[src/rtl/vmem_local_seq_if.sv]
// Bundle of the command, element-stream, memory port A and load-result signals of vmem_local_seq.
// slave = sequencer side, master = issue stage / memory side.
interface vmem_local_seq_if #(
   parameter int NUMLANES     = 8,
   parameter int DATAWORDSIZE = 16,
   parameter int LOGMEMDEPTH  = 11,
   parameter int VCWIDTH      = 32,
   parameter int VLWIDTH      = 7
) ();
   logic                             cmd_valid;
   logic                             cmd_ready;
   logic [6:0]                       cmd_op;
   logic [LOGMEMDEPTH-1:0]           cmd_base;
   logic [VCWIDTH-1:0]               cmd_stride;
   logic [VLWIDTH-1:0]               cmd_vl;
   logic                             elem_valid;
   logic                             elem_ready;
   logic [NUMLANES*DATAWORDSIZE-1:0] elem_data;
   logic [NUMLANES*16-1:0]           elem_offset;
   logic                             mem_en;
   logic [6:0]                       mem_op;
   logic [LOGMEMDEPTH-1:0]           mem_address;
   logic [VCWIDTH-1:0]               mem_stride;
   logic [NUMLANES*16-1:0]           mem_offset;
   logic [NUMLANES*DATAWORDSIZE-1:0] mem_data;
   logic [NUMLANES-1:0]              mem_lane_en;
   logic [NUMLANES*DATAWORDSIZE-1:0] mem_out;
   logic                             rd_valid;
   logic [NUMLANES*DATAWORDSIZE-1:0] rd_data;
   logic [NUMLANES-1:0]              rd_mask;
   logic                             rd_last;
   logic                             done;

   modport slave (
      input  cmd_valid, cmd_op, cmd_base, cmd_stride, cmd_vl,
      input  elem_valid, elem_data, elem_offset, mem_out,
      output cmd_ready, elem_ready, mem_en, mem_op, mem_address, mem_stride,
      output mem_offset, mem_data, mem_lane_en, rd_valid, rd_data, rd_mask, rd_last, done
   );

   modport master (
      output cmd_valid, cmd_op, cmd_base, cmd_stride, cmd_vl,
      output elem_valid, elem_data, elem_offset, mem_out,
      input  cmd_ready, elem_ready, mem_en, mem_op, mem_address, mem_stride,
      input  mem_offset, mem_data, mem_lane_en, rd_valid, rd_data, rd_mask, rd_last, done
   );
endinterface

[src/rtl/vmem_local_seq.sv]
// Sequences one vector memory instruction onto lane-parallel local memory, one NUMLANES chunk per cycle.
// Optional VMEM_LOCAL_SEQ_PERF_EN adds busy/stall performance counters.
module vmem_local_seq #(
   parameter int NUMLANES     = 8,
   parameter int DATAWORDSIZE = 16,
   parameter int LOGMEMDEPTH  = 11,
   parameter int VCWIDTH      = 32,
   parameter int VLWIDTH      = 7
) (
   input  logic        clk,
   input  logic        reset,
`ifdef VMEM_LOCAL_SEQ_PERF_EN
   input  logic        perf_clr,
   output logic [31:0] perf_busy,
   output logic [31:0] perf_stall,
`endif
   vmem_local_seq_if.slave bus
);
   localparam int LOGLANES = $clog2(NUMLANES);

   typedef enum logic [1:0] {
      S_IDLE  = 2'd0,
      S_ISSUE = 2'd1,
      S_DRAIN = 2'd2,
      S_DONE  = 2'd3
   } state_t;

   state_t                 state_q, state_d;
   logic [6:0]             op_q;
   logic [LOGMEMDEPTH-1:0] addr_q;
   logic [LOGMEMDEPTH-1:0] step_q;
   logic [LOGMEMDEPTH-1:0] step_s;
   logic [VCWIDTH-1:0]     stride_q;
   logic [VLWIDTH-1:0]     rem_q;
   logic                   rd_valid_q;
   logic                   rd_last_q;
   logic [NUMLANES-1:0]    rd_mask_q;
   logic [NUMLANES-1:0]    lane_en_s;
   logic                   accept_s;
   logic                   issue_s;
   logic                   stall_s;
   logic                   needs_elem_s;
   logic                   last_s;
   logic                   is_load_s;

   assign accept_s     = (state_q == S_IDLE) && bus.cmd_valid;
   assign needs_elem_s = op_q[0] | op_q[5];
   assign is_load_s    = ~op_q[0];
   // rem_q counts elements still to issue, so the final chunk is the one holding at most NUMLANES.
   assign last_s       = (rem_q <= VLWIDTH'(NUMLANES));

   // Address step per chunk: NUMLANES for unit, NUMLANES*stride for strided, 0 for indexed.
   always_comb begin
      step_s = '0;
      case (bus.cmd_op[5:4])
         2'b00:   step_s = LOGMEMDEPTH'(NUMLANES);
         2'b01:   step_s = LOGMEMDEPTH'(bus.cmd_stride << LOGLANES);
         default: step_s = '0;
      endcase
   end

   // Lane enables for the current chunk.
   always_comb begin
      lane_en_s = '0;
      for (int i = 0; i < NUMLANES; i++) begin
         lane_en_s[i] = (rem_q > VLWIDTH'(i));
      end
   end

   // Next-state and issue/stall decode.
   always_comb begin
      state_d = state_q;
      issue_s = 1'b0;
      stall_s = 1'b0;
      case (state_q)
         S_IDLE: begin
            if (bus.cmd_valid) begin
               if ((bus.cmd_vl == '0) || !bus.cmd_op[6]) begin
                  state_d = S_DONE;
               end else begin
                  state_d = S_ISSUE;
               end
            end else begin
               state_d = S_IDLE;
            end
         end
         S_ISSUE: begin
            if (needs_elem_s && !bus.elem_valid) begin
               stall_s = 1'b1;
               state_d = S_ISSUE;
            end else begin
               issue_s = 1'b1;
               if (last_s) begin
                  state_d = is_load_s ? S_DRAIN : S_DONE;
               end else begin
                  state_d = S_ISSUE;
               end
            end
         end
         S_DRAIN: state_d = S_DONE;
         S_DONE:  state_d = S_IDLE;
         default: state_d = S_IDLE;
      endcase
   end

   // State register.
   always_ff @(posedge clk or posedge reset) begin
      if (reset) begin
         state_q <= S_IDLE;
      end else begin
         state_q <= state_d;
      end
   end

   // Command latch, chunk address/remaining-count advance and load-result tags.
   always_ff @(posedge clk or posedge reset) begin
      if (reset) begin
         op_q       <= 7'd0;
         stride_q   <= '0;
         addr_q     <= '0;
         step_q     <= '0;
         rem_q      <= '0;
         rd_valid_q <= 1'b0;
         rd_mask_q  <= '0;
         rd_last_q  <= 1'b0;
      end else begin
         if (accept_s) begin
            op_q     <= bus.cmd_op;
            stride_q <= bus.cmd_stride;
            addr_q   <= bus.cmd_base;
            step_q   <= step_s;
            rem_q    <= bus.cmd_vl;
         end else if (issue_s) begin
            addr_q <= addr_q + step_q;
            rem_q  <= last_s ? '0 : (rem_q - VLWIDTH'(NUMLANES));
         end
         rd_valid_q <= issue_s & is_load_s;
         rd_mask_q  <= (issue_s & is_load_s) ? lane_en_s : '0;
         rd_last_q  <= issue_s & is_load_s & last_s;
      end
   end

   assign bus.cmd_ready   = (state_q == S_IDLE);
   assign bus.elem_ready  = issue_s & needs_elem_s;
   assign bus.mem_en      = issue_s;
   assign bus.mem_op      = op_q;
   assign bus.mem_stride  = stride_q;
   assign bus.mem_address = issue_s ? addr_q : '0;
   assign bus.mem_lane_en = issue_s ? lane_en_s : '0;
   assign bus.mem_offset  = issue_s ? bus.elem_offset : '0;
   assign bus.mem_data    = issue_s ? bus.elem_data : '0;
   assign bus.rd_valid    = rd_valid_q;
   assign bus.rd_data     = rd_valid_q ? bus.mem_out : '0;
   assign bus.rd_mask     = rd_mask_q;
   assign bus.rd_last     = rd_last_q;
   assign bus.done        = (state_q == S_DONE);

`ifdef VMEM_LOCAL_SEQ_PERF_EN
   logic [31:0] busy_q;
   logic [31:0] stall_cnt_q;

   // Saturating busy and stall counters with synchronous clear.
   always_ff @(posedge clk or posedge reset) begin
      if (reset) begin
         busy_q      <= 32'd0;
         stall_cnt_q <= 32'd0;
      end else if (perf_clr) begin
         busy_q      <= 32'd0;
         stall_cnt_q <= 32'd0;
      end else begin
         if ((state_q != S_IDLE) && (busy_q != 32'hFFFF_FFFF)) begin
            busy_q <= busy_q + 32'd1;
         end
         if (stall_s && (stall_cnt_q != 32'hFFFF_FFFF)) begin
            stall_cnt_q <= stall_cnt_q + 32'd1;
         end
      end
   end

   assign perf_busy  = busy_q;
   assign perf_stall = stall_cnt_q;
`endif
endmodule

[src/flat_wrapper.sv]
// flat-port wrapper written by rule: the top's interface ports become plain ports
module vmem_local_seq_flat 
#(
   parameter int NUMLANES     = 8,
   parameter int DATAWORDSIZE = 16,
   parameter int LOGMEMDEPTH  = 11,
   parameter int VCWIDTH      = 32,
   parameter int VLWIDTH      = 7
)
  (clk, reset, bus_cmd_valid, bus_cmd_op, bus_cmd_base, bus_cmd_stride, bus_cmd_vl, bus_elem_valid, bus_elem_data, bus_elem_offset, bus_mem_out, bus_cmd_ready, bus_elem_ready, bus_mem_en, bus_mem_op, bus_mem_address, bus_mem_stride, bus_mem_offset, bus_mem_data, bus_mem_lane_en, bus_rd_valid, bus_rd_data, bus_rd_mask, bus_rd_last, bus_done);
  vmem_local_seq_if #(.NUMLANES(NUMLANES), .DATAWORDSIZE(DATAWORDSIZE), .LOGMEMDEPTH(LOGMEMDEPTH), .VCWIDTH(VCWIDTH), .VLWIDTH(VLWIDTH)) bus_i ();
  input  logic clk;
  input  logic reset;
  input wire logic [$bits(bus_i.cmd_valid)-1:0] bus_cmd_valid;
  input wire logic [$bits(bus_i.cmd_op)-1:0] bus_cmd_op;
  input wire logic [$bits(bus_i.cmd_base)-1:0] bus_cmd_base;
  input wire logic [$bits(bus_i.cmd_stride)-1:0] bus_cmd_stride;
  input wire logic [$bits(bus_i.cmd_vl)-1:0] bus_cmd_vl;
  input wire logic [$bits(bus_i.elem_valid)-1:0] bus_elem_valid;
  input wire logic [$bits(bus_i.elem_data)-1:0] bus_elem_data;
  input wire logic [$bits(bus_i.elem_offset)-1:0] bus_elem_offset;
  input wire logic [$bits(bus_i.mem_out)-1:0] bus_mem_out;
  output wire logic [$bits(bus_i.cmd_ready)-1:0] bus_cmd_ready;
  output wire logic [$bits(bus_i.elem_ready)-1:0] bus_elem_ready;
  output wire logic [$bits(bus_i.mem_en)-1:0] bus_mem_en;
  output wire logic [$bits(bus_i.mem_op)-1:0] bus_mem_op;
  output wire logic [$bits(bus_i.mem_address)-1:0] bus_mem_address;
  output wire logic [$bits(bus_i.mem_stride)-1:0] bus_mem_stride;
  output wire logic [$bits(bus_i.mem_offset)-1:0] bus_mem_offset;
  output wire logic [$bits(bus_i.mem_data)-1:0] bus_mem_data;
  output wire logic [$bits(bus_i.mem_lane_en)-1:0] bus_mem_lane_en;
  output wire logic [$bits(bus_i.rd_valid)-1:0] bus_rd_valid;
  output wire logic [$bits(bus_i.rd_data)-1:0] bus_rd_data;
  output wire logic [$bits(bus_i.rd_mask)-1:0] bus_rd_mask;
  output wire logic [$bits(bus_i.rd_last)-1:0] bus_rd_last;
  output wire logic [$bits(bus_i.done)-1:0] bus_done;
  assign bus_i.cmd_valid = bus_cmd_valid;
  assign bus_i.cmd_op = bus_cmd_op;
  assign bus_i.cmd_base = bus_cmd_base;
  assign bus_i.cmd_stride = bus_cmd_stride;
  assign bus_i.cmd_vl = bus_cmd_vl;
  assign bus_i.elem_valid = bus_elem_valid;
  assign bus_i.elem_data = bus_elem_data;
  assign bus_i.elem_offset = bus_elem_offset;
  assign bus_i.mem_out = bus_mem_out;
  assign bus_cmd_ready = bus_i.cmd_ready;
  assign bus_elem_ready = bus_i.elem_ready;
  assign bus_mem_en = bus_i.mem_en;
  assign bus_mem_op = bus_i.mem_op;
  assign bus_mem_address = bus_i.mem_address;
  assign bus_mem_stride = bus_i.mem_stride;
  assign bus_mem_offset = bus_i.mem_offset;
  assign bus_mem_data = bus_i.mem_data;
  assign bus_mem_lane_en = bus_i.mem_lane_en;
  assign bus_rd_valid = bus_i.rd_valid;
  assign bus_rd_data = bus_i.rd_data;
  assign bus_rd_mask = bus_i.rd_mask;
  assign bus_rd_last = bus_i.rd_last;
  assign bus_done = bus_i.done;
  vmem_local_seq #(.NUMLANES(NUMLANES), .DATAWORDSIZE(DATAWORDSIZE), .LOGMEMDEPTH(LOGMEMDEPTH), .VCWIDTH(VCWIDTH), .VLWIDTH(VLWIDTH)) u_core (.clk(clk), .reset(reset), .bus(bus_i));
endmodule
[config.mk]
export PLATFORM = sky130hd
export DESIGN_NAME = vmem_local_seq_flat
export DESIGN_NICKNAME = d
export VERILOG_FILES = /design/src/rtl/vmem_local_seq_if.sv /design/src/rtl/vmem_local_seq.sv /design/src/flat_wrapper.sv
export SDC_FILE = /design/constraint.sdc
export NUM_CORES = 1
export LEC_CHECK = 0
export CAP_MARGIN = 20
export CORE_AREA = 3 3 351 353
export DETAILED_ROUTE_END_ITERATION = 12
export DIE_AREA = 0 0 354 356
export PLACE_DENSITY_LB_ADDON = 0.2
export SYNTH_ARGS = -nofsm -noshare
export SYNTH_HDL_FRONTEND = slang
export SYNTH_SLANG_ARGS = --single-unit
export TNS_END_PERCENT = 100
[constraint.sdc]
create_clock -name clk -period 2.7 [get_ports clk]
set_input_delay 0.54 -clock clk [delete_from_list [all_inputs] [get_ports clk]]
set_output_delay 0.54 -clock clk [all_outputs]
set_load 0.02 [all_outputs]
; Yosys cells after proc, flatten, opt, wreduce, memory -nomap -nowiden
; Index checks and enable logic that the tools add are counted.
[classes]
add_sub_neg = 2
mul = 0
div = 0
n_lt_le_gt_ge = 9
eq_ne = 4
shifts = 0
mux = 20
bitwise = 5
reduce_logical = 9
[op_table]
columns = operator, count
row1 = $mux W128, 3
row2 = $mux W11, 3
row3 = $gt A7 B3 Y1 const B, 4
row4 = $pmux W11 S2, 1
row5 = $mux W7, 3
row6 = $mux W8, 2
row7 = $gt A7 B1 Y1 const B, 2
row8 = $gt A7 B2 Y1 const B, 2
row9 = $add A11 B11 Y11, 1
row10 = $mux W2, 4
row11 = $pmux W2 S4, 1
row12 = $le A7 B4 Y1 const B, 1
row13 = $logic_not A7 Y1, 1
row14 = $sub A7 B4 Y7 const B, 1
row15 = $eq A2 B1 Y1 const B, 2
row16 = $eq A2 B2 Y1 const B, 2
row17 = $logic_not A2 Y1, 2
row18 = $and A1 B1 Y1, 3
row19 = $mux W1, 3
row20 = $logic_and A1 B1 Y1, 2
row21 = $logic_not A1 Y1, 2
row22 = $reduce_bool A2 Y1, 1
row23 = $logic_or A1 B1 Y1, 1
row24 = $not A1 Y1, 1
row25 = $or A1 B1 Y1, 1
[totals]
regBits = 80
latch_bits = 0
ram_bits = 0
mem_bits_ro = 0
inputBits = 445
out_inout_bits = 456
memories = 0

; Depth between registers and ports, before layout
; Gate-level depths: netlist (run 1).
[logic_depth]
word_depth = 6
ltp_mapped = 8
depth_no_buf = 8

; Least setup slack after synthesis (run 1)
; No wires, ideal clock.
[synth_timing]
path_kind = reg2out
from = register u_core.rem_q[3]
to = output port bus_mem_lane_en[5]
t_arrival_ps = 1747
required_time_ps = 2160
path_slack_ps = 413
path_stages_with_launch = 6
n_path_buf = 0
path_cell_list = dfrtp_1 > inv_1 > ha_1 > nand2_1 > or2_2 > a221oi_1
[synth_between]
elab_chain_len = 2
[synth_lines]
columns = element, line
row1 = start: declaration, vmem_local_seq.sv:34  ; logic [VLWIDTH-1:0] rem_q;
row2 = start signal: assignment, vmem_local_seq.sv:132  ; rem_q <= bus.cmd_vl;
row3 = start signal: assignment, vmem_local_seq.sv:135  ; rem_q <= last_s ? '0 : (rem_q - VLWIDTH'(NUMLANES));
row4 = $gt A7 B3 Y1, vmem_local_seq.sv:66  ; lane_en_s[i] = (rem_q > VLWIDTH'(i));
row5 = $mux W8, vmem_local_seq.sv:149  ; assign bus.mem_lane_en = issue_s ? lane_en_s : '0;
row6 = end: declaration, flat_wrapper.sv:31  ; output wire logic [$bits(bus_i.mem_lane_en)-1:0] bus_mem_lane_en;
; No other way between the ends.

; Final worst setup path (run 1)
[layout_timing]
from = register u_core.state_q[1]
to = output port bus_mem_lane_en[3]
[layout_between]
elab_chain_len = 3
[layout_lines]
columns = element, line
row1 = start: declaration, vmem_local_seq.sv:28  ; state_t state_q, state_d;
row2 = start signal: assignment, vmem_local_seq.sv:111  ; state_q <= state_d;
row3 = $eq A2 B1 Y1, vmem_local_seq.sv:75  ; case (state_q)
row4 = $mux W1, vmem_local_seq.sv:75
row5 = $mux W8, vmem_local_seq.sv:149
; No other way between the ends.

==> results of run 1 <==
## layout make-up
class	count	area [um^2]	area share, %
repair inverters	1	11.3	0.0621
diodes	10	25.0	0.138
repair buffers	981	9590	52.9
multi-input cells	692	4190	23.1
clock buffers	9	225	1.24
well taps	1612	2020	11.1
flip-flops and latches	77	1930	10.6
clock inverters	7	103	0.566
inverters	11	50.0	0.276
## state kept, by name, summed over array words and instances, names as in the netlist
name / cells
u_core.rem_q: 7
u_core.bus.rd_mask: 8
u_core.bus.rd_valid: 1
u_core.step_q: 8
u_core.state_q: 2
u_core.addr_q: 11
u_core.bus.mem_stride: 32
u_core.bus.mem_op: 7
u_core.bus.rd_last: 1
## cells in the final DEF, fill, tap and decap left out, types with 11 or more instances in the layout
cell type and n:
buf_2 71, and2_1 354, clkbuf_2 17, clkdlybuf4s50_1 620, a21oi_1 14, buf_4 99
clkdlybuf4s15_1 25, o21ai_0 11, buf_6 52, nor2b_1 11, nand2_1 165, dfrtp_1 75
and2_4 41, clkbuf_16 11, nor2_1 14, dlygate4sd2_1 49, buf_12 29
## cell families (layout without fill, tap and decap cells)
family	after synthesis	in the layout	synth area share [%]
flops	77	77	31.0
xor+xnor	4	4	0.564
fa+ha+maj	10	10	2.13
buf+inv	75	1009	4.87
simple gates	618	618	55.0
mux	1	1	0.161
compound gates	59	59	6.30
other cells	0	10	0
## synthesized netlist by cell type, types with 4 or more instances
master    number
and2_1       397
nand2_1      166
dfrtp_1       77
clkbuf_1      52
a21oi_1       17
nor2_1        15
buf_2         11
nor2b_1       11
o21ai_0       11
inv_1         10
ha_1           9
nand3_1        8
nor3_1         8
o22ai_1        4
## worst max-delay path: stages, from the launching register on
cell	delay, ns
dfrtp_1	0.38
and2b_2	0.30
o21ai_4	0.12
inv_8	0.14
buf_12	0.12
buf_16	0.17
buf_12	0.13
o221a_4	0.20
buf_4	0.17
## metal layers
layer	up-vias	share of wire, %	routed length (um)
li1	4481	-	-
met1	4741	44	42000
met2	577	48	46100
met3	117	6.7	6470
met4	6	1.4	1380
met5	-	0.040	38
## repair_timing
item / in CTS / in global routing
gates resized for setup: 536 / 125
pin swaps: 3 / 7
endpoints found under the setup margin: 256 / 121
buffers inserted: 12 / 7
cloned: 5 / 2
## per-stage QoR
step	instance area [um^2]	setup TNS [ns]
floorplan	6210	0
global placement	17500	-42.40
detailed placement	17500	-45.97
CTS	18000	-0.532
global route	18100	-0.423
finish	18100	0
## where the power goes
part	internal, uW	switching, uW	total [uW]
Combinational	6890	8840	15700
Sequential	1680	479	2160
Clock	826	608	1430
Total	9400	9930	19300
## path summary, 6_finish.rpt
check / start / to
worst max-delay path: u_core.state_q[1]$_DFF_PP0_ / bus_mem_lane_en[3]
worst min-delay path: u_core.bus.mem_stride[15]$_DFFE_PP0P_ / u_core.bus.mem_stride[15]$_DFFE_PP0P_
worst max register to register: u_core.bus.mem_op[0]$_DFFE_PP0P_ / u_core.addr_q[6]$_DFFE_PP0P_
worst min register to register: u_core.bus.mem_stride[15]$_DFFE_PP0P_ / u_core.bus.mem_stride[15]$_DFFE_PP0P_
max in group asynchronous: reset / u_core.bus.mem_stride[23]$_DFFE_PP0P_
min in group asynchronous: reset / u_core.bus.mem_stride[21]$_DFFE_PP0P_
==> metrics.md, run 1 <==
| Metric | Value |
|---|---|
| Status | finished clean |
| Yosys cell types | 50 |
| Max_slew headroom | 52.0% |
| Worst r2r path cells | 9 |
| Mapped Cells | 844 |
| Die area | 126000 um^2 |
| Clock-pin slew on the worst setup and hold paths | 0.07 ns |
| Worst Tran Pin Value | 0.719 ns |
| GPL Wtd Cong | 1.01 |
| Kind of critical path | reg2out |
| CP arrival | 2.12 ns |
| Met1 Use GR | 18.5% |
| Fmax | 376 MHz |
| Ys async rst share | 100% |
| Final Cycle Share | 98.5% |
| Crit path launch type | flip-flop |
| Crit-path max FO | 9 |
| PD cells | 1070 nW/um^2 |
| Pre-CTS WS | -0.356 ns |
| Drt initial violations | 578 |
| TritonRoute pass-1 iters | 5 |
| R2r setup slk | 0.59 ns |
| Area grow syn2layout | 192% |
| Row count | 127 |
| Clk sinks | 77 |
| Post-DR vias/cell | 2.92 |
| Die span in y | 356 um |
| PnR Total Power | 19300 uW |
| Maximum vdd ir drop | 0.370 mV |
| Vias in the first global route | 9878 |
| Layout cells sized above 1 | 20.9% |
| Slew Limit Fails | 0 |
| Layout filler cell count | 13700 |
| Largest net degree at the start of global routing | 55 |
| Hold WS | 0.475 ns |
| Initial Utilization | 5.17% |
| Post-synthesis sequential area ratio | 31.0% |
| Syn avg cell area | 7.36 um^2 |
| Clk root buf | clkbuf_16 |
| Worst-skew pair later-pin latency | 0.37 ns |
| Core area | 120000 um^2 |
| Gr busiest metal | met2 |
| Skew final | 0.0116 ns |
| Biggest area consumer among synthesized cells | and2_1 |
| Final hold vios | 0 |
| Hold Buf Count CTS | 0 |
| Post-synth top area share | 40.0% |
| Max Cap Viol | 0 |
| First-pass GRT wire length | 119000 um |
| Grt ovf | 0 |
| Cell leakage power | 0.00763 uW |
| Clock buffer depth | 2 |
| Number of flops mapped to enable cells by yosys | 0 |
| CP Capture Type | primary output |
| Setup slack after layout | 0.0393 ns |
| CTS buffer count | 9 |
| Worst Hold Class | reg2reg |
| Port Buffers | 900 |
| Initial antenna violation count | 57 |
| Utilization after layout | 15.1% |
| CTS tree | yes |
| WP data required | 2.16 ns |
| M2 GR Usage | 24.9% |
| Final setup violation count | 0 |
| Synthesized flop and latch total | 77 |
| Tot GR Track Use | 14.4% |
| Via count | 9922 |
| Number of remaining DRC errors | 0 |
| Netlist Area Pre-Place | 6210 um^2 |
| Post-synth net total | 1299 |
| IO Count | 901 |
| Die width | 354 um |
| Yosys synthesis warning count | 0 |
| Avg WL per Cell | 28.2 um |
| Min cycle time layout | 2.66 ns |
| Top cells by area, synth | and2_1 40%, dfrtp_1 31%, nand2_1 10% |
| Hpwl dp | 86100 um |
| Hold path depth | 2 |
| Post-route ant nets | 0 |
| Final nets | 2228 |
| Inst Count DP | 3351 |
| H-tree levels | 3 |
| Met3 Usage GRT | 3.92% |
| RSZ-0062 raised after global routing | yes |
| Overall routed net length | 96000 um |
| Non-filler cells, final | 3400 |
| Synth Flop Type | dfrtp_1 |
No activity file was read; power rests on OpenSTA's default activity.
==> run 2: changes to the inputs <==
--- a/config.mk
+++ b/config.mk
@@ -6,9 +6,12 @@
 export NUM_CORES = 1
 export LEC_CHECK = 0
 export CAP_MARGIN = 20
-export CORE_AREA = 3 3 351 353
+export CELL_PAD_IN_SITES_DETAIL_PLACEMENT = 1
+export CELL_PAD_IN_SITES_GLOBAL_PLACEMENT = 2
+export CORE_AREA = 3 3 350 352
+export CTS_CLUSTER_DIAMETER = 50
 export DETAILED_ROUTE_END_ITERATION = 12
-export DIE_AREA = 0 0 354 356
+export DIE_AREA = 0 0 353 355
 export PLACE_DENSITY_LB_ADDON = 0.2
 export SYNTH_ARGS = -nofsm -noshare
 export SYNTH_HDL_FRONTEND = slang
==> run 2 against run 1 <==
Net effect:
- the run now ends with setup timing left
- clock skew is 0.0042 ns higher
- global-route usage decreased by 1.7 points
- non-clock buffer count up 17
- first-iteration DRC count shrank 54%
- maximum frequency decreased by 2.9%
- combinational power rose by 3%
- worst setup slack got worse by 0.080 ns
- die area fell by 0.56%
- worst hold slack worse by 0.0041 ns
- count of clock-buffer cells in the layout stayed put
- total power grew 0.80%
- utilization increased by 0.31 points
==> metrics.md, run 2 (synthesized netlist as in run 1, its figures left out) <==
| Metric | Value |
|---|---|
| Via count | 9759 (-1.6%) |
| WP data required | 2.16 ns (about the same) |
| Worst r2r path cells | 6 (-3) |
| R2R Path End | u_core.addr_q[10]$_DFFE_PP0P_ |
| Met2 wire length | 40800 um (-11%) |
| Min cycle time layout | 2.74 ns (+0.0804 ns) |
| Layout cells sized above 1 | 25.6% (+4.7 points) |
| Combinational Power Share | 82.9% (+1.5 points) |
| Maximum vdd ir drop | 0.319 mV (-14%) |
| Core area | 120000 um^2 (-0.40%) |
| Initial antenna violation count | 30 (-47%) |
| Port Buffers | 900 (unchanged) |
| Post-DR vias/cell | 2.86 (-2.0%) |
| Slew Limit Fails | 0 (unchanged) |
| Die span in y | 355 um (-0.28%) |
| Hold Buf Count CTS | 0 (unchanged) |
| Cell leakage power | 0.00767 uW (+0.54%) |
| Most used cell, CP | buf_12 |
| TritonRoute pass-1 iters | 4 (-1) |
| Commonest non-fill, non-tap cells in the layout | 618 x clkdlybuf4s50_1, 353 x and2_1, 165 x nand2_1 |
| CP arrival | 2.20 ns (+0.08 ns) |
| Worst r2r src | u_core.step_q[4]$_DFFE_PP0P_ |
| Largest net degree at the start of global routing | 106 (+93%) |
| H-tree levels | 3 (unchanged) |
| Met1 wire length | 36900 um (-12%) |
| Grt ovf | 0 (unchanged) |
| IO Count | 901 (unchanged) |
| Critical Path Start | u_core.bus.mem_op[0]$_DFFE_PP0P_ |
| Final nets | 2245 (+0.76%) |
| Worst Hold Class | reg2reg |
| Max Cap Viol | 0 (unchanged) |
| Crit path launch type | flip-flop |
| Most common cell after layout, fill and taps aside | clkdlybuf4s50_1 |
| Instance area after placement | 17600 um^2 (+0.87%) |
| Die width | 353 um (-0.28%) |
| Hold EP | u_core.addr_q[0]$_DFFE_PP0P_ |
| P_int | 9670 uW (+2.9%) |
| Worst Tran Pin Value | 0.617 ns (-0.101 ns) |
| Clk root buf | clkbuf_16 |
| GPL Wtd Cong | 0.922 (-8.4%) |
| Kind of critical path | reg2out |
| Ordered cell list for the critical path | nor2_4 > buf_12 > o21ai_4 > bufinv_16 > buf_12 > buf_16 > buf_12 > buf_12 > and2_4 > buf_12 |
| Register share of total power | 10.7% (-0.5 points) |
| R2r setup slk | 0.63 ns (+0.04 ns) |
| PnR Total Power | 19500 uW (+0.80%) |
| Max_slew headroom | 58.8% (+6.8 points) |
| Setup slack after layout | -0.0411 ns (-0.0804 ns) |
| Vias in the first global route | 10200 (+3.5%) |
| Row count | 127 (unchanged) |
| CP Capture Type | primary output |
| Number of remaining DRC errors | 0 (unchanged) |
| Initial Utilization | 5.19% (+0.021 points) |
| Drt initial violations | 265 (-54%) |
| Met3 WL | 5900 um (-8.7%) |
| RSZ-0062 raised after global routing | yes |
| Hold path depth | 2 (unchanged) |
| Hpwl dp | 71700 um (-17%) |
| Area grow syn2layout | 197% |
| CTS buffer count | 9 (unchanged) |
| Failing checks | setup timing |
| Status | complete, but fails checks |
| Design area | 18400 um^2 (+1.7%) |
| Pre-CTS WS | -0.437 ns (-0.0815 ns) |
| Max layer used | met5 |
| Die area | 125000 um^2 (-0.56%) |
| PD cells | 1060 nW/um^2 (-0.84%) |
| Clk sinks | 77 (unchanged) |
| Switching power | 9820 uW (-1.1%) |
| Final setup violation count | 12 (+12) |
| Fmax | 365 MHz (-2.9%) |
| Clock network fraction of total power | 6.5% (-0.9 points) |
| Crit-path max FO | 6 (-3) |
| Avg WL per Cell | 24.7 um (-12%) |
| Largest register FFs | 32 (unchanged) |
| Highest-delay cell along the critical path | dfrtp_1 |
| Crit-path max cell delay | 0.41 ns (+0.03 ns) |
| CTS tree | yes |
| Clock buffer depth | 2 (unchanged) |
| Worst hold start | u_core.addr_q[0]$_DFFE_PP0P_ |
| Sw Ratio | 50.4% (-0.99 points) |
| Post-route ant nets | 0 (unchanged) |
| Clock-pin slew on the worst setup and hold paths | 0.08 ns (about the same) |
| First-pass GRT wire length | 107000 um (-9.7%) |
| Final hold vios | 0 (unchanged) |
| Skew final | 0.0158 ns (+0.00416 ns) |
| Tot GR Track Use | 12.7% (-1.7 points) |
| Worst-skew pair later-pin latency | 0.39 ns (+0.02 ns) |
| Final Cycle Share | 102% (+3.0 points) |
| Overall routed net length | 84500 um (-12%) |
run 2: cell types whose count changed in the layout (fill, tap and decap cells not counted), moves of 21 or more:
cell             before  now
buf_4                99  120
clkdlybuf4s15_2       4   37
dlygate4sd2_1        49    3
clkdlybuf4s15_1      25    4
run 2: repair_timing:
action	4_1_cts	5_1_grt
setup endpoints to repair	242	249
gates cloned	8	6
pin swaps	4	17
resized for setup	823	230
setup buffers	16	18
run 2: stage by stage:
step	util [%]	instances	hold WS [ns]	setup TNS (ns)
3_5_place_dp	14.7	3350	0.461	-60.66
3_3_place_gp	14.7	3350	0.455	-56.31
5_1_grt	15.4	3408	0.508	-5.24
4_1_cts	15.3	3388	0.478	-7.50
6_report	15.4	3413	0.471	-0.315
2_1_floorplan	-	844	0.437	0
run 2: cell type report:
class | instances | area [um^2]
timing repair buffer | 998 | 9930
multi-input combinational | 692 | 4190
antenna | 6 | 15.0
timing repair inverter | 1 | 8.76
fill | 14100 | 101000
clock buffer | 9 | 225
clock inverter | 7 | 60.1
inverter | 11 | 71.3
sequential | 77 | 1930
tap | 1612 | 2020
run 2: layer usage:
metal  up-vias  GRT usage [%]
li1       4523              -
met1      4737           16.1
met2       432           21.8
met3        63           3.76
met4         4           1.14
met5         -              0
run 2: critical path: cells and delay by family (launching register included):
family	cells	cell delay (ns)
AOI/OAI and AO/OA	1	0.15
buffers and inverters	7	1.02
DFF	1	0.41
and+or+nand+nor	2	0.20
run 2: power by group through the flow:
stage               registers, uW  logic (uW)  clock network (uW)
floorplan                    2370        6010                   0
global placement             2060       14900                   0
detailed placement           2070       14800                   0
CTS                          2060       15900                1340
global route                 2160       17300                1380
finish                       2080       16200                1260
run 2: worst max path at each step:
stage / end / slack, ns / depth (start not counted)
floorplan: u_core.addr_q[0]$_DFFE_PP0P_ / 0.19 / 1
global placement: bus_mem_data[84] / -0.41 / 6
detailed placement: bus_mem_data[84] / -0.44 / 6
CTS: bus_mem_address[6] / -0.22 / 10
global route: bus_mem_data[8] / -0.13 / 10
finish: bus_mem_data[87] / -0.04 / 10
